## src/rtl/flash_burst_reader.sv

```systemverilog
// Burst master for the SPI flash read wrapper: fetches a run of bytes through the byte-wide
// valid/ready read port and streams them out as little-endian 32-bit words.
module flash_burst_reader #(
   parameter int ADDR_W = 24,
   parameter int LEN_W  = 16
) (
   input  logic              clk_i,
   input  logic              rst_i,
   input  logic              start_i,
   input  logic [ADDR_W-1:0] base_addr_i,
   input  logic [LEN_W-1:0]  len_i,
   output logic              busy_o,
   output logic              done_o,
   output logic              mem_valid_o,
   input  logic              mem_ready_i,
   output logic [ADDR_W-1:0] mem_addr_o,
   input  logic [7:0]        mem_rdata_i,
   output logic              out_valid_o,
   input  logic              out_ready_i,
   output logic [31:0]       out_data_o,
   output logic [3:0]        out_keep_o,
   output logic              out_last_o
);

   typedef enum logic [2:0] {
      S_IDLE,
      S_REQ,
      S_GAP,
      S_PUSH,
      S_DONE
   } state_t;

   state_t state_q, state_d;

   logic [ADDR_W-1:0] addr_q;
   logic [LEN_W-1:0]  rem_q;
   logic [2:0]        byte_cnt_q;
   logic [31:0]       data_q;
   logic [3:0]        keep_q;
   logic              last_q;

   logic take_start;
   logic take_byte;
   logic take_word;

   // NOTE: every signal written here gets a default first, so no path leaves it unassigned
   // and no latch is inferred.
   always_comb begin
      state_d    = state_q;
      take_start = 1'b0;
      take_byte  = 1'b0;
      take_word  = 1'b0;
      case (state_q)
         S_IDLE: begin
            if (start_i) begin
               if (len_i != '0) begin
                  take_start = 1'b1;
                  state_d    = S_REQ;
               end else begin
                  state_d = S_DONE;
               end
            end
         end
         S_REQ: begin
            if (mem_ready_i) begin
               take_byte = 1'b1;
               state_d   = S_GAP;
            end
         end
         // One idle cycle so the wrapper always sees valid drop between reads.
         S_GAP: begin
            if (byte_cnt_q == 3'd4 || rem_q == '0) begin
               state_d = S_PUSH;
            end else begin
               state_d = S_REQ;
            end
         end
         S_PUSH: begin
            if (out_ready_i) begin
               take_word = 1'b1;
               state_d   = (rem_q == '0) ? S_DONE : S_REQ;
            end
         end
         S_DONE:  state_d = S_IDLE;
         default: state_d = S_IDLE;
      endcase
   end

   // NOTE: sequential state uses non-blocking assignments only, so every register samples
   // pre-edge values regardless of statement order.
   always_ff @(posedge clk_i) begin
      if (rst_i) begin
         state_q     <= S_IDLE;
         busy_o      <= 1'b0;
         done_o      <= 1'b0;
         mem_valid_o <= 1'b0;
         out_valid_o <= 1'b0;
         addr_q      <= '0;
         rem_q       <= '0;
         byte_cnt_q  <= '0;
         data_q      <= '0;
         keep_q      <= '0;
         last_q      <= 1'b0;
      end else begin
         state_q     <= state_d;
         busy_o      <= (state_d == S_REQ) || (state_d == S_GAP) || (state_d == S_PUSH);
         done_o      <= (state_d == S_DONE);
         mem_valid_o <= (state_d == S_REQ);
         out_valid_o <= (state_d == S_PUSH);

         if (take_start) begin
            addr_q     <= base_addr_i;
            rem_q      <= len_i;
            byte_cnt_q <= '0;
            data_q     <= '0;
            keep_q     <= '0;
            last_q     <= 1'b0;
         end

         // Lanes fill in order, so keep_q always equals (1 << byte_cnt) - 1.
         if (take_byte) begin
            data_q[{byte_cnt_q[1:0], 3'b000} +: 8] <= mem_rdata_i;
            keep_q[byte_cnt_q[1:0]]                <= 1'b1;
            byte_cnt_q                             <= byte_cnt_q + 3'd1;
            addr_q                                 <= addr_q + ADDR_W'(1);
            rem_q                                  <= rem_q - LEN_W'(1);
         end

         if (state_q == S_GAP) begin
            last_q <= (rem_q == '0);
         end

         if (take_word) begin
            byte_cnt_q <= '0;
            data_q     <= '0;
            keep_q     <= '0;
            last_q     <= 1'b0;
         end
      end
   end

   assign mem_addr_o = addr_q;
   assign out_data_o = data_q;
   assign out_keep_o = keep_q;
   assign out_last_o = last_q;

endmodule

```

## config.mk

```make
export PLATFORM = sky130hd
export DESIGN_NAME = flash_burst_reader
export DESIGN_NICKNAME = d
export VERILOG_FILES = /design/src/rtl/flash_burst_reader.sv
export SDC_FILE = /design/constraint.sdc
export NUM_CORES = 1
export LEC_CHECK = 0
export CORE_MARGIN = 2
export CORE_UTILIZATION = 35
export DETAILED_ROUTE_END_ITERATION = 12
export PLACE_DENSITY = 0.62
export SYNTH_ARGS = -nofsm -noshare
export SYNTH_HDL_FRONTEND = slang
export SYNTH_SLANG_ARGS = --single-unit
```

## constraint.sdc

```tcl
create_clock -name clk_i -period 2.3 [get_ports clk_i]
set_input_delay 0.46 -clock clk_i [delete_from_list [all_inputs] [get_ports clk_i]]
set_output_delay 0.46 -clock clk_i [all_outputs]
set_load 0.005 [all_outputs]
```

==> metrics.log <==
INFO  metric outcome = finished clean
INFO  metric cp.required = 2.51 ns
INFO  metric antennaDiodeCount = 0
INFO  metric postSynthRegisterBits = between 80 and 90
INFO  metric place.detailed.instances = between 700 and 800
INFO  metric met3_wirelength = between 600 and 700 um
INFO  metric flop_pwr_share = 0.430
INFO  metric totalWireLength = approximately 12000 um
INFO  metric antenna_violating_nets_post_route = 0
INFO  metric min-delay-start = out_keep_o[3]$_SDFF_PP0_
INFO  metric synth.yosys.seq_area_share = 0.437
INFO  metric clockBufferDepth = 2
INFO  metric synth.top_cell.area_share = 0.437
INFO  metric end_kind = flip-flop
INFO  metric synth-main-ff-cell = sky130_fd_sc_hd__dfxtp_1
INFO  metric synthToLayoutAreaGrowth = 49.2%
INFO  metric hold_depth = 2
INFO  metric ios = 118
INFO  metric max_clock_freq = between 400 and 500 MHz
INFO  metric drt_pass1_iterations = 4
INFO  metric worst-endpoint-arrival = between 2 and 2.5 ns
INFO  metric postCtsResizedCells = 0
INFO  metric power.clock.fraction = 0.393
INFO  metric r2r_end = out_valid_o$_SDFF_PP0_
INFO  metric number_of_buffers_created_by_cts = 9
INFO  metric stdcell_area = just under 6000 um2
INFO  metric combinationalPowerShare = 0.177
INFO  metric clock_skew = a little over 0.009 ns
INFO  metric synth_cells = 457
INFO  metric mapped_nets = between 500 and 600
INFO  metric netSwitchingFraction = 0.276
INFO  metric start_util = 0.363
INFO  metric syn_area_per_cell = slightly below 9 um2
INFO  metric synth-edff-count = 0
INFO  metric gp_congestion = about 0.9
INFO  metric worstPathMaxFanout = 6
INFO  metric topRoutingLayerUsed = met4
INFO  metric synthTopCellsByArea = sky130_fd_sc_hd__dfxtp_1 44%, sky130_fd_sc_hd__a22oi_1 7.0%, sky130_fd_sc_hd__nor2_1 5.7%
INFO  metric layout.cells.most_common = sky130_fd_sc_hd__clkdlybuf4s50_1
INFO  metric slew_violations = 0
INFO  metric drive_gt1_frac = 0.124
INFO  metric layout.cells.most_common_list = 117 x sky130_fd_sc_hd__clkdlybuf4s50_1, 87 x sky130_fd_sc_hd__dfxtp_1, 60 x sky130_fd_sc_hd__nor2_1
INFO  metric final_core_utilization = 0.541
INFO  metric finalWorstPathRequiredPeriod = roughly 2.1 ns
INFO  metric r2r_cells = 5
INFO  metric transition_time_of_the_tightest_slew_check_pin = between 0.4 and 0.5 ns
INFO  metric core.rowCount = 38
INFO  metric rsz0062_at_grt = false
INFO  metric post-synth-top-area-cell = sky130_fd_sc_hd__dfxtp_1
INFO  metric initial_antenna_violation_count = 0
INFO  metric floorplan.die_area = ~12000 um2
INFO  metric mappedNetlistArea = ~4000 um2
INFO  metric asyncSetResetFlopFracSynth = 0
INFO  metric sequential_cell_area = 1740 um2
INFO  metric placement.io_buffers = roughly 120
INFO  metric post-cts-setup-buffer-count = 0
INFO  metric setup.worst_path.start_class = flip-flop
INFO  metric max-cap-violations = 0
INFO  metric period_share = 0.918
INFO  metric r2r_start = rem_q[2]$_SDFFE_PP0P_
INFO  metric wirelength_met1 = roughly 5500 um
INFO  metric vdd_ir_drop_max = between 0.3 and 0.4 mV
INFO  metric place_area = approximately 5600 um2
INFO  metric grt_usage = 0.198
INFO  metric fillers = approximately 1000
INFO  metric yosys_warnings = 0
INFO  metric wire_length_of_the_first_global_routing_pass = slightly above 20000 um
INFO  metric fin_nets = 672
INFO  metric area_taken_by_multi_input_logic_gates = 2120 um2
INFO  metric core_area = 11000 um2
INFO  metric yosysUniqueCellTypes = slightly above 50
INFO  metric hold_buffers = 0
INFO  metric finalHoldViolCount = 0
INFO  metric ws_path_type = reg -> reg
INFO  metric p_switching = approximately 1100 uW
INFO  metric met2_layer_wire_length_in_the_routed_design = a little under 6000 um
INFO  metric grt_pass1_vias = 4057
INFO  metric vias_cell = 5.47
INFO  metric drt_drc_violations_left = 0
INFO  metric p_leak = roughly 0.0022 uW
INFO  metric maximum_number_of_pins_on_one_net_before_global_route_repair = between 40 and 50
INFO  metric initial_drc_count = between 150 and 200
INFO  metric h-tree-depth = 3
INFO  metric numClockSinks = between 80 and 90
INFO  metric final-instance-count-excl-fill = roughly 750
INFO  metric min_path_type = reg -> reg
INFO  metric tritoncts = built
INFO  metric fin_total_pwr = 3880 uW
INFO  metric power.density = between 600 and 700 nW/um2
INFO  metric global_route.overflow_total = 0
INFO  metric timing.final.setup_violations = 0
INFO  metric dp_hpwl = 8980 um
INFO  metric vias = about 4100
INFO  metric routedWlPerCell = around 16 um
INFO  metric clock_tree.root_cell = sky130_fd_sc_hd__clkbuf_16
INFO  metric clk_transition_reported_paths = 0.07 ns
INFO  metric hold_path_sink = out_keep_o[3]$_SDFF_PP0_
INFO  metric clock_latency = around 0.34 ns
INFO  metric p_int = between 2000 and 3000 uW
INFO  metric chipWidth = 111 um
INFO  metric timing.max_slew.rel_slack = 0.678
INFO  metric reg2reg_slack = about 0.19 ns
INFO  metric die_height = around 110 um
per-stage QoR:
stage | hold slack [ns] | setup TNS, ns | setup slack (ns)
2_1_floorplan | 0.452 | 0 | 0.321
3_3_place_gp | 0.453 | -1.49 | -0.125
3_5_place_dp | 0.458 | -1.77 | -0.119
4_1_cts | 0.473 | 0 | 0.189
5_1_grt | 0.500 | 0 | 0.0176
6_report | 0.465 | 0 | 0.190
synth_stat cells, drive strengths merged, types with 4 or more instances:
master   instances
dfxtp           87
a2bb2oi         12
nor4            19
o211ai           6
nand2           32
inv              6
or3              7
a31oi           13
nand4           10
clkbuf          15
ha              10
nor2            60
o21ai           12
or4              4
and2             6
a22oi           37
a21oi           33
nand3           26
nor3            12
a211oi           5
buf             10
nand3b           4
power groups by stage:
stage | clock network, uW | registers (uW) | logic (uW)
floorplan | 0 | 1690 | 321
global placement | 0 | 1700 | 673
detailed placement | 0 | 1700 | 684
CTS | 1550 | 1670 | 689
global route | 1610 | 1680 | 749
finish | 1530 | 1670 | 685
worst max-delay path, cell delays in order (launching register included):
cell and delay, ns:
sky130_fd_sc_hd__dfxtp_1 0.36, sky130_fd_sc_hd__or4_1 0.62, sky130_fd_sc_hd__nor4_1 0.26, sky130_fd_sc_hd__nand3b_1 0.23, sky130_fd_sc_hd__a2111oi_4 0.42, sky130_fd_sc_hd__nor4_1 0.09
layout make-up:
cell class / instances / area share
clock buffer: 9 / 0.0379
sequential: 87 / 0.293
multi-input combinational: 339 / 0.356
timing repair buffer: 166 / 0.265
clock inverter: 7 / 0.0149
inverter: 6 / 0.00379
tap: 140 / 0.0295
kinds of logic after synthesis:
logic type	after synthesis	share of synthesized area
simple gates	192	0.261
compound gates	132	0.228
flops	87	0.437
mux	1	0.00251
xor+xnor	4	0.00880
fa+ha+maj	10	0.0314
buf+inv	31	0.0317
flip-flops by register name, summed over array words and instances (netlist names):
register / cells
byte_cnt_q: 3
mem_addr_o: 24
rem_q: 16
out_valid_o: 1
mem_valid_o: 1
busy_o: 1
state_q: 3
out_keep_o: 4
out_data_o: 32
done_o: 1
out_last_o: 1
metal layers:
layer / vias to the layer above / GRT usage
met5: - / 0
met4: 0 / 0.0675
met3: 13 / 0.0476
met2: 123 / 0.332
met1: 1960 / 0.250
li1: 2028 / -
worst max-delay path by stage:
stage / start / to / slack, ns / cells after the start
after floorplan: byte_cnt_q[0]$_SDFFE_PP0P_ / out_data_o[10]$_SDFF_PP0_ / 0.32 / 6
after global placement: len_i[1] / mem_addr_o[0]$_SDFFE_PP0P_ / -0.13 / 7
after detailed placement: len_i[3] / mem_addr_o[0]$_SDFFE_PP0P_ / -0.12 / 7
after CTS: rem_q[2]$_SDFFE_PP0P_ / mem_valid_o$_SDFF_PP0_ / 0.19 / 5
after global routing: rem_q[2]$_SDFFE_PP0P_ / state_q[0]$_SDFF_PP0_ / 0.02 / 5
final: rem_q[2]$_SDFFE_PP0P_ / out_valid_o$_SDFF_PP0_ / 0.19 / 5
No activity file was read; power rests on OpenSTA's default activity.
==> RTL change 1: new RTL, same settings <==
Set the parameter `ADDR_W` to 48 (it was 24).
--- a/src/rtl/flash_burst_reader.sv
+++ b/src/rtl/flash_burst_reader.sv
@@ -1,7 +1,7 @@
 // Burst master for the SPI flash read wrapper: fetches a run of bytes through the byte-wide
 // valid/ready read port and streams them out as little-endian 32-bit words.
 module flash_burst_reader #(
-   parameter int ADDR_W = 24,
+   parameter int ADDR_W = 48,
    parameter int LEN_W  = 16
 ) (
    input  logic              clk_i,
Interface: changed (resized base_addr_i and mem_addr_o); port bits go from 118 to 166. The function was not compared with the original's and may differ.
==> RTL change 1 against the unedited design <==
Worst setup slack got worse by 65 ps; sequential power increased by 29%; final area increased by 38%; area after synthesis increased by 40%; die area increased by 39%; count of clock-buffer cells in the layout unchanged; routed wire length increased by 51%; power increased by 22%; sequential cell count increased by 24; sequential share of layout area decreased by 2.3 points; largest cell class unchanged.
==> RTL change 1: results (changes against the unedited design) <==
metric,value,unit,change
status,completed,,
dr.pass1.iters,5,,+1
hold_end,out_keep_o[3]$_SDFF_PP0_,,
ys_top_cells_by_area,"dfxtp_1, a22oi_1, nand2_1",,
regToRegSetupSlack,120,ps,-70 ps
synth_ff_type,dfxtp_1,,
gp_congestion,0.861,,-3.4%
whs,458,ps,-7.42 ps
track_usage,21.8,%,+2.0 points
h-tree-depth,3,,unchanged
dp_slack,-257,ps,-138 ps
dp_cells,1076,,+46%
fin_skew,7.21,ps,-2.06 ps
p_leak,2.86,nW,+32%
synth_fp_nets,754,,+45%
cts_tree,yes,,
ir_drop,0.344,mV,-7.1%
clock-root-buffer,clkbuf_16,,
drive_gt1_share,13.0,%,+0.62 points
synth_cell_types,63,,+24%
via_per_inst,5.55,,+1.5%
worst_path_largest_cell_delay,430,ps,-190 ps
drtIter0Drc,408,,+110%
tightest_slew,482,ps,+3.37 ps
cp-startpoint,mem_addr_o[1]$_SDFFE_PP0P_,,
numPortBuffers,165,,+41%
p_per_area,576,nW/um^2,-12%
grt_max_degree,74,,+64%
routed_wl,18.5,mm,+51%
placed_area,7890,um^2,+40%
yosysWarnings,0,,unchanged
hold_path_class,reg -> reg,,
worstReg2RegEnd,mem_addr_o[36]$_SDFFE_PP0P_,,
crit_slowest_cell,dfxtp_1,,
hp-start,out_keep_o[3]$_SDFF_PP0_,,
hpwl,13.8,mm,+54%
min_path_cells,2,,unchanged
syn-mean-instance-area,8.36,um^2,-4.1%
drt-wirelength-per-cell,16.9,um,+4.5%
grt_pass1_wl,29.6,mm,+47%
nNetsFinal,958,,+43%
antenna_found_initial,1,,+1
grt_pass1_vias,5876,,+45%
ys_seq_area_share,39.8,%,-3.9 points
synth_common_cells,"dfxtp_1, nand2_1, nor2_1",,
clk_latency,360,ps,+20 ps
largest_reg_flops,48,,+50%
p_sw,0.00134,W,+25%
rr_worst_depth,7,,+2
==> RTL change 1: cell types whose count changed in the layout (fill, tap and decap cells not counted), moves of 12 or more <==
cell / delta
a31oi_1: +17
nor2_1: +12
or3_1: +13
nand2_1: +41
clkdlybuf4s50_1: +47
buf_4: +18
dfxtp_1: +24
==> RTL change 1: area by class of cell <==
cell class | count | area [um^2]
fill | 1449 | 7480
multi-input combinational | 503 | 3140
timing repair buffer | 235 | 2250
sequential | 111 | 2220
tap | 216 | 270
clock buffer | 9 | 225
clock inverter | 7 | 85.1
inverter | 12 | 45.0
==> RTL change 1: worst max path at each step <==
stage | depth (start not counted) | end | slack [ps]
after global placement | 8 | rem_q[6]$_SDFFE_PP0P_ | -160
after CTS | 7 | mem_addr_o[46]$_SDFFE_PP0P_ | 50
final | 7 | mem_addr_o[36]$_SDFFE_PP0P_ | 120
after floorplan | 7 | mem_addr_o[0]$_SDFFE_PP0P_ | 340
after global routing | 7 | mem_addr_o[46]$_SDFFE_PP0P_ | -4
after detailed placement | 9 | mem_addr_o[33]$_SDFFE_PP0P_ | -260
==> RTL change 1: critical path: cells and delay by family, from the launching register on <==
| kind | cells | cell delay [ps] |
|---|---|---|
| and+or+nand+nor | 3 | 680 |
| DFF | 1 | 430 |
| buffers and inverters | 1 | 210 |
| adders and majority gates | 1 | 270 |
| AOI/OAI and AO/OA | 2 | 480 |
==> RTL change 1: repair_timing <==
item                       in CTS  in global routing
setup endpoints to repair       0                 14
resized for setup               0                  7
buffers inserted                0                  1
==> RTL change 1: cells by family after synthesis <==
| logic type | after synthesis | share of synthesized area, % |
|---|---|---|
| buffers and inverters | 54 | 4.61 |
| AO/OA/AOI/OAI | 170 | 21.3 |
| multiplexers | 2 | 0.358 |
| AND/OR/NAND/NOR | 310 | 30.1 |
| XOR/XNOR | 12 | 1.88 |
| adder cells (fa/ha/maj) | 9 | 2.02 |
| flip-flops | 111 | 39.8 |
==> RTL change 1: power by group through the flow <==
stage | clock network (W) | registers (W) | logic, W
finish | 0.00167 | 0.00216 | 0.000915
global route | 0.00178 | 0.00218 | 0.00100
CTS | 0.00170 | 0.00216 | 0.000915
detailed placement | 0 | 0.00220 | 0.000912
global placement | 0 | 0.00220 | 0.000899
floorplan | 0 | 0.00218 | 0.000390
==> RTL change 1: per-layer routing <==
| metal | GRT usage [%] | vias up | wire length (um) |
|---|---|---|---|
| met2 | 36.5 | 201 | 8680 |
| met5 | 0 | - | 13 |
| li1 | - | 2941 | - |
| met3 | 4.76 | 20 | 1280 |
| met1 | 28.4 | 2904 | 8330 |
| met4 | 5.69 | 2 | 190 |
==> RTL change 2: new RTL, config.mk and constraints unchanged <==
Made on the original files. Make the reset (`rst_i`) asynchronous in one clocked block.
--- a/src/rtl/flash_burst_reader.sv
+++ b/src/rtl/flash_burst_reader.sv
@@ -88,7 +88,7 @@
 
    // NOTE: sequential state uses non-blocking assignments only, so every register samples
    // pre-edge values regardless of statement order.
-   always_ff @(posedge clk_i) begin
+   always_ff @(posedge clk_i or posedge rst_i) begin
       if (rst_i) begin
          state_q     <= S_IDLE;
          busy_o      <= 1'b0;
Formal check against the unedited RTL: differs if rst_i is asserted again (counterexample within 4 cycles, from zero or initial values and one cycle with rst_i high); with rst_i held inactive, the same outputs for 10 cycles.
==> RTL change 2 against the unedited design <==
Clock skew is 1.2 ps lower; worst setup slack worse by 150 ps; final area is 11% higher; synthesized cell count is 1.8% higher; sequential cell count stayed put; first-iteration DRC count is 69% higher; routed wire length is 11% higher; area after synthesis is 9.7% higher; hold slack better by 56 ps; fmax is 6.4% lower; largest cell class is now flip-flops and latches; highest routed layer unchanged.
Power is not compared: it rests on default switching activity, and its combinational part moved more than twofold at a synthesized area within 25%.
==> RTL change 2: results (changes against the unedited design) <==
metric,value,unit,change
grt_pass1_wl,22.3,mm,+11%
rr_worst_depth,5,,unchanged
post-cts-setup-buffers,0,,unchanged
synth_cell_types,56,,+9.8%
maxSlewHeadroom,66.7,%,-1.2 points
p_leak,2.79,nW,
largest_reg_flops,32,,unchanged
synth_common_cells,"dfrtp_1, nor2_1, a21oi_1",,
cts_buffers,9,,unchanged
worstReg2RegEnd,busy_o$_DFF_PP0_,,
criticalPathCategory,reg -> reg,,
routed_wl,13.6,mm,+11%
synth_fp_nets,526,,+1.2%
placed_area,6310,um^2,+12%
regToRegSetupSlack,40,ps,-150 ps
drive_gt1_share,16.7,%,+4.3 points
overflow,0,,unchanged
ys_top_cells_by_area,"dfrtp_1, a22oi_1, nor2_1",,
grt_pass1_vias,4417,,+8.9%
track_usage,21.1,%,+1.3 points
status,completed,,
nFillCells,1115,,+9.9%
h-tree-depth,3,,unchanged
nNetsFinal,702,,+4.5%
clk_latency,340,ps,about the same
numPortBuffers,117,,unchanged
async_reset_ff_share,100,%,+100 points
clk_pin_slew_worst_paths,70,ps,about the same
drtIter0Drc,322,,+69%
cts_resized,0,,unchanged
holdBufCountCts,0,,unchanged
hold_path_class,reg -> reg,,
via_per_inst,5.37,,-1.9%
cp_max_fo,2,,-4
num_antenna_cells,0,,unchanged
gp_congestion,0.848,,-4.8%
ys_seq_area_share,49.8,%,+6.1 points
ir_drop,0.534,mV,
crit_arrival,2490,ps,+170 ps
dr.pass1.iters,5,,+1
antenna_found_initial,0,,unchanged
clock-root-buffer,clkbuf_16,,
yosysWarnings,0,,unchanged
clock_path_buffers,2,,unchanged
cp-startpoint,rem_q[11]$_DFFE_PP0P_,,
hpwl,9.93,mm,+11%
fin_skew,8.08,ps,-1.19 ps
grt_max_degree,88,,+96%
[RTL change 2: through the flow]
step	std cells	hold slack, ps	power (W)	worst slack [ps]	utilization (%)
5_1_grt	814	517	0.00775	6.11	54.7
3_5_place_dp	798	486	0.00573	-132	52.1
2_1_floorplan	465	463	0.00397	-96.7	-
6_report	814	521	0.00726	44.2	54.7
3_3_place_gp	798	491	0.00565	-58.3	52.1
4_1_cts	814	497	0.00727	15.0	54.6
[RTL change 2: worst max-delay path: stages, from the launching register on]
cell and delay [ps]:
dfrtp_1 380, or4_4 540, or2_4 240, or4b_4 540
xnor2_2 150, a211o_1 290
[RTL change 2: where the power goes]
group / total (W) / switching, W / internal [W]
registers: 0.00255 / 0.000515 / 0.00203
logic: 0.00319 / 0.00148 / 0.00171
clock network: 0.00152 / 0.000667 / 0.000854
total: 0.00726 / 0.00266 / 0.00459
[RTL change 2: cell families after synthesis]
logic type / count (synthesis) / synth area share, %
xor+xnor: 1 / 0.372
compound gates: 140 / 22.0
fa+ha+maj: 8 / 2.29
buf+inv: 36 / 3.35
flops: 87 / 49.8
mux: 1 / 0.229
simple gates: 192 / 22.0
[RTL change 2: worst min-delay path by stage]
stage | cells past startpoint | start | to
CTS | 1 | mem_addr_o[23]$_DFFE_PP0P_ | mem_addr_o[23]$_DFFE_PP0P_
detailed placement | 1 | mem_addr_o[23]$_DFFE_PP0P_ | mem_addr_o[23]$_DFFE_PP0P_
global route | 1 | mem_addr_o[23]$_DFFE_PP0P_ | mem_addr_o[23]$_DFFE_PP0P_
finish | 1 | mem_addr_o[10]$_DFFE_PP0P_ | mem_addr_o[10]$_DFFE_PP0P_
floorplan | 1 | byte_cnt_q[2]$_DFFE_PP0P_ | byte_cnt_q[2]$_DFFE_PP0P_
global placement | 1 | mem_addr_o[23]$_DFFE_PP0P_ | mem_addr_o[23]$_DFFE_PP0P_
[RTL change 2: layer usage]
metal  part of all wire [%]  up-vias  track usage [%]  wire [um]
li1                       -     2100                -          -
met1                     46     2141             28.4       6200
met2                     49      112             34.9       6660
met3                    3.6       16             3.14        489
met4                    1.7        0             7.78        229
met5                      0        -                0          0
[RTL change 2: cell type report]
| class | instances | area, um^2 | share of cell area (%) |
|---|---|---|---|
| flip-flops and latches | 87 | 2180 | 32.9 |
| clock buffers | 9 | 225 | 3.40 |
| clock inverters | 7 | 80.1 | 1.21 |
| inverters | 10 | 41.3 | 0.624 |
| multi-input cells | 342 | 2070 | 31.3 |
| well taps | 168 | 210 | 3.18 |
| repair buffers | 191 | 1810 | 27.4 |
